## src/rtl/if_fetch.sv

```systemverilog
// if_fetch -- instruction-fetch stage with IF/ID pipeline register.
//
// Sends word fetches to instruction memory over a req/gnt request channel
// and an in-order rvalid response channel. Responses go into a small FIFO,
// or straight into the IF/ID register when the FIFO is empty. A redirect from
// the branch unit flushes the FIFO. It also arms a kill counter so that
// wrong-path responses still in flight are dropped when they return.
//
// Optional feature (macro FETCH_MISALIGN_CHK_EN):
//   defined     - a redirect to a target with [1:0]!=0 raises fetch_exc_o
//                 (sticky). It also loads pc_o with the target and halts
//                 requests. The next aligned redirect clears the exception
//                 and resumes fetch.
//   not defined - fetch_exc_o is tied 0 and target[1:0] is forced to 2'b00.
//
// Ports
//   clk, rst            clock (rising edge), asynchronous active-high reset
//   stall_i             decode cannot accept; IF/ID outputs hold
//   branch_flag_i       redirect this cycle (overrides stall_i)
//   branch_target_i     redirect address
//   imem_req_o          fetch request valid
//   imem_addr_o         fetch address (current fetch pc)
//   imem_gnt_i          request accepted this cycle
//   imem_rvalid_i       response valid (in request order, >=1 cycle after gnt)
//   imem_rdata_i        response instruction word
//   pc_o, inst_o        IF/ID register: pc and instruction to decode
//   inst_valid_o        inst_o is a real instruction
//   fetch_exc_o         misaligned-target exception
//
// Parameters
//   RESET_PC            first fetch address after reset
//   FIFO_DEPTH          response buffer entries (power of 2, >=2); also the
//                       number of requests that may be in flight or buffered
module if_fetch #(
  parameter logic [31:0] RESET_PC   = 32'h0000_0000,
  parameter int          FIFO_DEPTH = 2
) (
  input  logic        clk,
  input  logic        rst,
  input  logic        stall_i,
  input  logic        branch_flag_i,
  input  logic [31:0] branch_target_i,
  output logic        imem_req_o,
  output logic [31:0] imem_addr_o,
  input  logic        imem_gnt_i,
  input  logic        imem_rvalid_i,
  input  logic [31:0] imem_rdata_i,
  output logic [31:0] pc_o,
  output logic [31:0] inst_o,
  output logic        inst_valid_o,
  output logic        fetch_exc_o
);

  localparam int          PW      = (FIFO_DEPTH > 1) ? $clog2(FIFO_DEPTH) : 1;
  localparam int          CW      = PW + 1;
  localparam logic [31:0] NOP     = 32'h0000_0013;
  localparam logic [CW:0] DEPTH_C = (CW+1)'(FIFO_DEPTH);

  // fetch / response bookkeeping
  logic [31:0]   r_fetch_pc;
  logic [31:0]   r_resp_pc;
  logic [CW-1:0] r_outstanding;
  logic [CW-1:0] r_kill;

  // response FIFO
  logic [31:0]   r_fifo_pc   [FIFO_DEPTH];
  logic [31:0]   r_fifo_inst [FIFO_DEPTH];
  logic [PW-1:0] r_wptr;
  logic [PW-1:0] r_rptr;
  logic [CW-1:0] r_count;

  // IF/ID register
  logic [31:0]   r_pc;
  logic [31:0]   r_inst;
  logic          r_valid;

  logic [31:0]   w_target;
  logic          w_halted;
  logic          w_room;
  logic          w_req;
  logic          w_gnt;
  logic          w_resp;
  logic          w_kill_resp;
  logic          w_fifo_nonempty;
  logic          w_push;
  logic          w_pop;
  logic [CW-1:0] w_out_next;

`ifdef FETCH_MISALIGN_CHK_EN
  logic          r_exc;
  logic          w_misalign;

  assign w_target   = branch_target_i;
  assign w_misalign = |branch_target_i[1:0];
  assign w_halted   = r_exc;
  assign fetch_exc_o = r_exc;

  // Sticky until the next redirect; an aligned redirect clears it.
  always_ff @(posedge clk or posedge rst) begin
    if (rst)                r_exc <= 1'b0;
    else if (branch_flag_i) r_exc <= w_misalign;
  end
`else
  assign w_target    = branch_target_i & 32'hFFFF_FFFC;
  assign w_halted    = 1'b0;
  assign fetch_exc_o = 1'b0;
`endif

  // Credit rule: each in-flight request owns a FIFO slot. A response can
  // therefore always be buffered, even if decode stalls from now on.
  assign w_room      = ({1'b0, r_outstanding} + {1'b0, r_count}) < DEPTH_C;
  assign w_req       = w_room && !branch_flag_i && !w_halted;
  assign w_gnt       = w_req && imem_gnt_i;

  // The first r_kill responses after a redirect belong to the old path.
  assign w_kill_resp = imem_rvalid_i && (r_kill != '0);
  assign w_resp      = imem_rvalid_i && (r_kill == '0);

  assign w_out_next  = r_outstanding + CW'(w_gnt) - CW'(imem_rvalid_i);

  assign w_fifo_nonempty = (r_count != '0);
  // A surviving response is buffered when decode stalls, or when older
  // words are already queued ahead of it. Otherwise it bypasses the FIFO.
  assign w_push = !branch_flag_i && w_resp && (stall_i || w_fifo_nonempty);
  assign w_pop  = !branch_flag_i && !stall_i && w_fifo_nonempty;

  assign imem_req_o   = w_req;
  assign imem_addr_o  = r_fetch_pc;
  assign pc_o         = r_pc;
  assign inst_o       = r_inst;
  assign inst_valid_o = r_valid;

  always_ff @(posedge clk) begin
    if (w_push) begin
      r_fifo_pc[r_wptr]   <= r_resp_pc;
      r_fifo_inst[r_wptr] <= imem_rdata_i;
    end
  end

  always_ff @(posedge clk or posedge rst) begin
    if (rst) begin
      r_fetch_pc    <= RESET_PC;
      r_resp_pc     <= RESET_PC;
      r_outstanding <= '0;
      r_kill        <= '0;
      r_wptr        <= '0;
      r_rptr        <= '0;
      r_count       <= '0;
      r_pc          <= RESET_PC;
      r_inst        <= NOP;
      r_valid       <= 1'b0;
    end else begin
      r_outstanding <= w_out_next;
      if (branch_flag_i) begin
        // Every request still in flight after this edge is on the wrong path.
        r_kill     <= w_out_next;
        r_fetch_pc <= w_target;
        r_resp_pc  <= w_target;
        r_wptr     <= '0;
        r_rptr     <= '0;
        r_count    <= '0;
        r_valid    <= 1'b0;
        r_inst     <= NOP;
`ifdef FETCH_MISALIGN_CHK_EN
        if (w_misalign) r_pc <= w_target;
`endif
      end else begin
        if (w_kill_resp) r_kill     <= r_kill - CW'(1);
        if (w_gnt)       r_fetch_pc <= r_fetch_pc + 32'd4;
        if (w_resp)      r_resp_pc  <= r_resp_pc + 32'd4;
        if (w_push)      r_wptr     <= r_wptr + PW'(1);
        if (w_pop)       r_rptr     <= r_rptr + PW'(1);
        r_count <= r_count + CW'(w_push) - CW'(w_pop);

        if (stall_i) begin
          // hold IF/ID
        end else if (w_fifo_nonempty) begin
          r_pc    <= r_fifo_pc[r_rptr];
          r_inst  <= r_fifo_inst[r_rptr];
          r_valid <= 1'b1;
        end else if (w_resp) begin
          r_pc    <= r_resp_pc;
          r_inst  <= imem_rdata_i;
          r_valid <= 1'b1;
        end else begin
          r_inst  <= NOP;
          r_valid <= 1'b0;
        end
      end
    end
  end

endmodule
```

## config.mk

```make
export PLATFORM = sky130hd
export DESIGN_NAME = if_fetch
export DESIGN_NICKNAME = d
export VERILOG_FILES = /design/src/rtl/if_fetch.sv
export SDC_FILE = /design/constraint.sdc
export NUM_CORES = 1
export LEC_CHECK = 0
export BUFFER_PORTS_ARGS = -buffer_cell sky130_fd_sc_hd__clkbuf_2
export CAP_MARGIN = 20
export CORE_UTILIZATION = 54
export DETAILED_ROUTE_END_ITERATION = 8
export PLACE_DENSITY_LB_ADDON = 0.2
export RECOVER_POWER = 100
export SLEW_MARGIN = 10
export SYNTH_ARGS = -nofsm -noshare
export SYNTH_HDL_FRONTEND = slang
export SYNTH_SLANG_ARGS = --single-unit
```

## constraint.sdc

```tcl
create_clock -name clk -period 9.6 [get_ports clk]
set_input_delay 1.92 -clock clk [delete_from_list [all_inputs] [get_ports clk]]
set_output_delay 1.92 -clock clk [all_outputs]
set_load 0.05 [all_outputs]
```

After elaboration in Yosys (flattened, before gate mapping)
Memory sizes are Yosys's and may differ from the RTL's.
Cells that the tools add are included.

word-level totals
  memories = 2
  register bits = 137
  RAM bits = 128
  word-level logic and storage cells = 70

memory list
  name         words  width  read ports  clocked after Yosys merged registers in  write ports  RTL line  source
  r_fifo_inst  2      32     1           0                                        1            67        logic [31:0] r_fifo_inst [FIFO_DEPTH];
  r_fifo_pc    2      32     1           0                                        1            66        logic [31:0] r_fifo_pc [FIFO_DEPTH];

cells by class
  eq/ne operators = 1
  add/subtract/negate cells = 10
  multiplexer cells = 23
  bitwise operators = 2
  reduce and logical (&&, ||, !) cells = 21
  order comparisons = 1

operators with widths
  kind                                                    number
  2-to-1 mux 32 bit                                       10
  adder 32 x 3 -> 32 bit (second input constant)          2
  nonzero test 2 bit                                      8
  2-to-1 mux 1 bit                                        10
  logical AND 1 bit                                       8
  2-to-1 mux 2 bit                                        3
  adder 2 x 1 -> 2 bit                                    2
  subtractor 2 x 1 -> 2 bit                               2
  adder 2 x 2 -> 3 bit                                    1
  < comparator 3 x 2 -> 1 bit (second input constant)     1
  AND reduction 3 bit                                     1
  adder 1 bit (second input constant)                     2
  logical NOT 1 bit                                       2
  logical NOT 2 bit                                       1
  inequality test 2 x 1 -> 1 bit (second input constant)  1
  NOT 1 bit                                               2
  subtractor 2 x 1 -> 2 bit (second input constant)       1
  logical OR 1 bit                                        1

Logic depth before layout (Yosys ltp)
  word-level depth = 7
  gate-level depth with buffers = 11
  mapped depth without buffers = 10

Least setup slack after synthesis
OpenSTA, ideal clock, no wires.

  path type = input port to flip-flop
  from = in branch_flag_i
  to = mem r_fifo_inst[0][0] (enable)
  data arrival time = 5.073 ns
  setup time = 0.482 ns
  stages = 4
  buffers on the path = 1
  path slack = 4.045 ns
  cells stage by stage = clkbuf_1 > inv_2 > o2111ai_1 > nor2_1

between the ends
  longest elaborated chain between the ends = 5

RTL lines
  item                                    RTL line  source
  start, declared                         41        input logic branch_flag_i,
  logical NOT 1 bit                       124       assign w_push = !branch_flag_i && w_resp && (stall_i || w_fifo_nonempty);
  logical AND 1 bit (2 in series)         124
  2-to-1 mux 1 bit                        134       if (w_push) begin
  2-to-1 mux 1 bit (implied by the code)  136       r_fifo_inst[r_wptr] <= imem_rdata_i;
  end, declared                           67

Every way passes these cells.

Worst setup path in the final report
  from = in branch_flag_i
  to = mem r_fifo_inst[1][3] (enable)

The elaborated chain is that of the path after synthesis.

==> run summary <==
• complete, but fails checks — run status
• max-capacitance violations, max-slew violations — violated checks
• 0 — number of antenna-violating nets in the routed design
• 6722 ps — post-route minimum period
• 11070 µm² — Post-Synthesis Cell Area
• 14630 µm — post-detail-place hpwl
• 7507 — number of global-route vias before repair
• 21080 µm² — die outline area
• 169 — number of placed I/O pins
• 0 — count of warnings emitted by yosys
• 12.29 µm² — post-synthesis average cell area
• 161 — number of buffers added on ports
• 0.1488 GHz — achievable frequency
• 3648 ps — pin slew with the least headroom to its limit
• 1122 — number of nets in the layout
• 1 — H-Tree Depth
• 901 — gate count after technology mapping
• 20170 µm² — area of the core
• branch_flag_i — startpoint of the worst setup timing path
• built — clock tree from TritonCTS
• sky130_fd_sc_hd__edfxtp_1 — library cell occupying the most area in the post-synthesis netlist
• 4.680 nW — Lkg Pwr
• 5 — worst reg2reg path depth
• 0 — CTS resizes
• 4 — number of iterations in the first detailed-routing pass
• 0.5137 — share of synthesized registers carrying an async set or reset
• sky130_fd_sc_hd__clkbuf_16 — buffer type at the clock tree root
• 475.3 ps — WHS
• 0.2276 — GRT Overall Usage
• 0.5491 — initial core utilization
• 3.174 mW — total power consumption of the routed design
• 38750 µm — wire length of the first global-routing pass
• 145.2 µm — width of the die
• 255 — Yosys reg bits
• 73 — maximum net fanout on the critical path
• 51 — post-synth cell types
• 0 — aggregate global routing overflow
• 250.3 nW/µm² — power density of the placed cells
• 5.685 — ratio of routed vias to standard cells
• 6 — maxcap violations
• 0.1243 mV — peak supply drop
• 0.1006 — ratio of cells with drive above 1 in the final layout
• sky130_fd_sc_hd__edfxtp_1 (34%), sky130_fd_sc_hd__dfrtp_1 (29%), sky130_fd_sc_hd__mux2i_1 (5.5%), sky130_fd_sc_hd__nor2_1 (3.2%), sky130_fd_sc_hd__a221o_1 (2.6%) — cells taking the most area after synthesis
• 75 — pin count of the biggest net entering global routing
• 0 — Setup Fix Bufs, Post-CTS
• 0.3362 — portion of synthesized cell area occupied by the leading cell type
• 7584 — detailed-route via count
• 520 ps — worst-skew pair later-pin latency
• 145.2 µm — die height
• r_fifo_inst[1][3]$_DFFE_PP_ — endpoint of the lowest-slack register-to-register path
• 2878 ps — Worst Slack Setup Final
• 0.6326 — sequential cell area fraction in the yosys report
• flip-flop to flip-flop — Hold Path Class
• 12.01 ps — Max Clock Skew
• sky130_fd_sc_hd__dfrtp_1 — most frequently used flop master after synthesis
• flip-flop — element type at the critical path end
• 255 — clk sink count
• 3 — buffer levels on the longest clock path
• r_kill[0]$_DFFE_PP0P_ — Worst R2R Start
• inst_valid_o$_DFFE_PP0P_ — hold path startpoint
• 4578 ps — Setup Slack @ Placement
• 0 — setup violators final
• 17.56 µm — average wire per cell in the routed design
• -1.432 — max-slew headroom at the worst pin
• 9640 ps — endpoint required time on the critical path
• 12680 µm² — final std cell area, no fill
• 0.8371 — final weighted congestion of routability-driven global placement
• 60 ps — clock-pin transition on the worst setup and hold timing paths
• 6760 ps — arrival time reported for the critical path endpoint
• r_fifo_inst[1][3]$_DFFE_PP_ — capturing element of the worst setup path
• 0.7002 — Final period util
• false — setup repair after global routing missed its margin
• primary input — launching element type of the critical path
• 0 — Ant. Diodes
• 0 — DRC violations left
• 14.52% — Area Overhead vs Synth
• 2 — hold path depth
• 399 — count of routing violations after the opening detailed-route iteration
• 0 — number of failing hold endpoints at the final stage
• 318 — count of pins over their slew limit
• 0 — antenna violations before repair
• 12070 µm² — Post-Place Cell Area
• 5270 ps — Register-to-Register Setup Slack
• 27 — cts bufs inserted
• 0 ps — total negative slack for setup checks
• 1692 — final-layout fill cell count
• 52 — Std-Cell Rows
• primary input to flip-flop — critical path start-end classification
• 0 — Hold Buf Count CTS
• 124 — number of synthesized flops with an enable pin
• 23420 µm — wire length reported by the detailed router
layer usage:
metal,global-route usage,wire length [µm],part of all wire
met1,0.3351,11150,0.48
met2,0.3623,10770,0.46
met3,0.02830,1127,0.048
met4,0.05316,371,0.016
met5,0,0,0
critical path, cell delays in order:
cell                        delay (ps)
sky130_fd_sc_hd__clkbuf_1          670
sky130_fd_sc_hd__clkinv_1          160
sky130_fd_sc_hd__buf_4             650
sky130_fd_sc_hd__o2111ai_1         520
sky130_fd_sc_hd__nor2_4            180
sky130_fd_sc_hd__clkbuf_1         2590
registers in the layout, summed over array words and instances (netlist names):
signal and count:
imem_addr_o 30, inst_o 32, inst_valid_o 1, pc_o 30
r_count 2, r_fifo_inst 64, r_fifo_pc 60, r_kill 2
r_outstanding 2, r_resp_pc 30, r_rptr 1, r_wptr 1
cell usage in the layout, fill, tap and decap left out, types with 4 or more instances in the layout:
cell type / n
sky130_fd_sc_hd__clkbuf_1: 141
sky130_fd_sc_hd__dfrtp_1: 127
sky130_fd_sc_hd__edfxtp_1: 124
sky130_fd_sc_hd__nor2_1: 92
sky130_fd_sc_hd__mux2i_1: 61
sky130_fd_sc_hd__nand2_1: 57
sky130_fd_sc_hd__a21oi_1: 42
sky130_fd_sc_hd__o21ai_0: 41
sky130_fd_sc_hd__clkbuf_2: 33
sky130_fd_sc_hd__a221o_1: 29
sky130_fd_sc_hd__clkbuf_16: 27
sky130_fd_sc_hd__a31oi_1: 24
sky130_fd_sc_hd__mux2_2: 21
sky130_fd_sc_hd__nand4_1: 20
sky130_fd_sc_hd__inv_1: 18
sky130_fd_sc_hd__nand3_1: 18
sky130_fd_sc_hd__or4_1: 18
sky130_fd_sc_hd__xnor2_1: 18
sky130_fd_sc_hd__o31ai_1: 17
sky130_fd_sc_hd__nor4_1: 12
sky130_fd_sc_hd__xor2_1: 8
sky130_fd_sc_hd__or3_1: 8
sky130_fd_sc_hd__clkinv_1: 7
sky130_fd_sc_hd__nor3_1: 7
sky130_fd_sc_hd__nor2b_1: 7
sky130_fd_sc_hd__a311oi_1: 7
sky130_fd_sc_hd__and4_1: 7
sky130_fd_sc_hd__ha_1: 7
sky130_fd_sc_hd__a211oi_1: 5
sky130_fd_sc_hd__o31a_1: 5
sky130_fd_sc_hd__conb_1: 5
sky130_fd_sc_hd__clkinv_2: 5
sky130_fd_sc_hd__buf_4: 5
sky130_fd_sc_hd__and3_1: 4
power breakdown:
| group | leakage, nW | internal (mW) | switching, mW | total (mW) |
|---|---|---|---|---|
| clock network | 0.387 | 0.542 | 0.400 | 0.942 |
| registers | 2.72 | 1.30 | 0.129 | 1.43 |
| logic | 1.57 | 0.204 | 0.599 | 0.803 |
| total | 4.68 | 2.05 | 1.13 | 3.17 |
worst min path at each step:
stage | to | slack (ps)
2_1_floorplan | r_fifo_pc[0][8]$_DFFE_PP_ | 440
3_3_place_gp | inst_valid_o$_DFFE_PP0P_ | 460
3_5_place_dp | inst_valid_o$_DFFE_PP0P_ | 470
4_1_cts | inst_valid_o$_DFFE_PP0P_ | 480
5_1_grt | inst_valid_o$_DFFE_PP0P_ | 500
6_report | inst_valid_o$_DFFE_PP0P_ | 480
stage by stage:
step | instances | util
floorplan | 905 | -
global placement | 1285 | 0.5986
detailed placement | 1285 | 0.5986
CTS | 1334 | 0.6380
global route | 1334 | 0.6288
finish | 1334 | 0.6288
area by class of cell:
type / instances / area (µm²) / area share
Tap cell: 270 / 337.8 / 0.02664
Sequential cell: 255 / 7009 / 0.5527
Timing Repair Buffer: 170 / 698.2 / 0.05505
Clock inverter: 13 / 85.08 / 0.006709
Multi-Input combinational cell: 570 / 3766 / 0.2970
Clock buffer: 36 / 709.4 / 0.05594
Inverter: 20 / 76.32 / 0.006018
synthesized netlist by cell type (4+ instances only):
cell and instances:
sky130_fd_sc_hd__dfrtp_1 128, sky130_fd_sc_hd__edfxtp_1 124, sky130_fd_sc_hd__nor2_1 95, sky130_fd_sc_hd__mux2i_1 61, sky130_fd_sc_hd__nand2_1 57, sky130_fd_sc_hd__a21oi_1 42, sky130_fd_sc_hd__o21ai_0 41, sky130_fd_sc_hd__clkbuf_1 37
sky130_fd_sc_hd__a221o_1 29, sky130_fd_sc_hd__a31oi_1 24, sky130_fd_sc_hd__mux2_2 21, sky130_fd_sc_hd__nand4_1 20, sky130_fd_sc_hd__inv_1 19, sky130_fd_sc_hd__nand3_1 18, sky130_fd_sc_hd__or4_1 18, sky130_fd_sc_hd__xnor2_1 18
sky130_fd_sc_hd__o31ai_1 17, sky130_fd_sc_hd__nor4_1 13, sky130_fd_sc_hd__buf_1 9, sky130_fd_sc_hd__nor2b_1 8, sky130_fd_sc_hd__or3_1 8, sky130_fd_sc_hd__xor2_1 8, sky130_fd_sc_hd__and4_1 7, sky130_fd_sc_hd__buf_2 7
sky130_fd_sc_hd__ha_1 7, sky130_fd_sc_hd__nor3_1 7, sky130_fd_sc_hd__a311oi_1 6, sky130_fd_sc_hd__a211oi_1 5, sky130_fd_sc_hd__buf_4 5, sky130_fd_sc_hd__o31a_1 5, sky130_fd_sc_hd__and3_1 4
kinds of logic after synthesis:
kind of cell	synth area share
xor gates and xnor gates	0.02056
and+or+nand+nor	0.1208
other	0.0003386
adders and majority gates	0.009716
buffers and inverters	0.03096
DFF	0.6326
muxes	0.07649
AOI/OAI and AO/OA	0.1086
No activity file was read; power rests on OpenSTA's default activity.
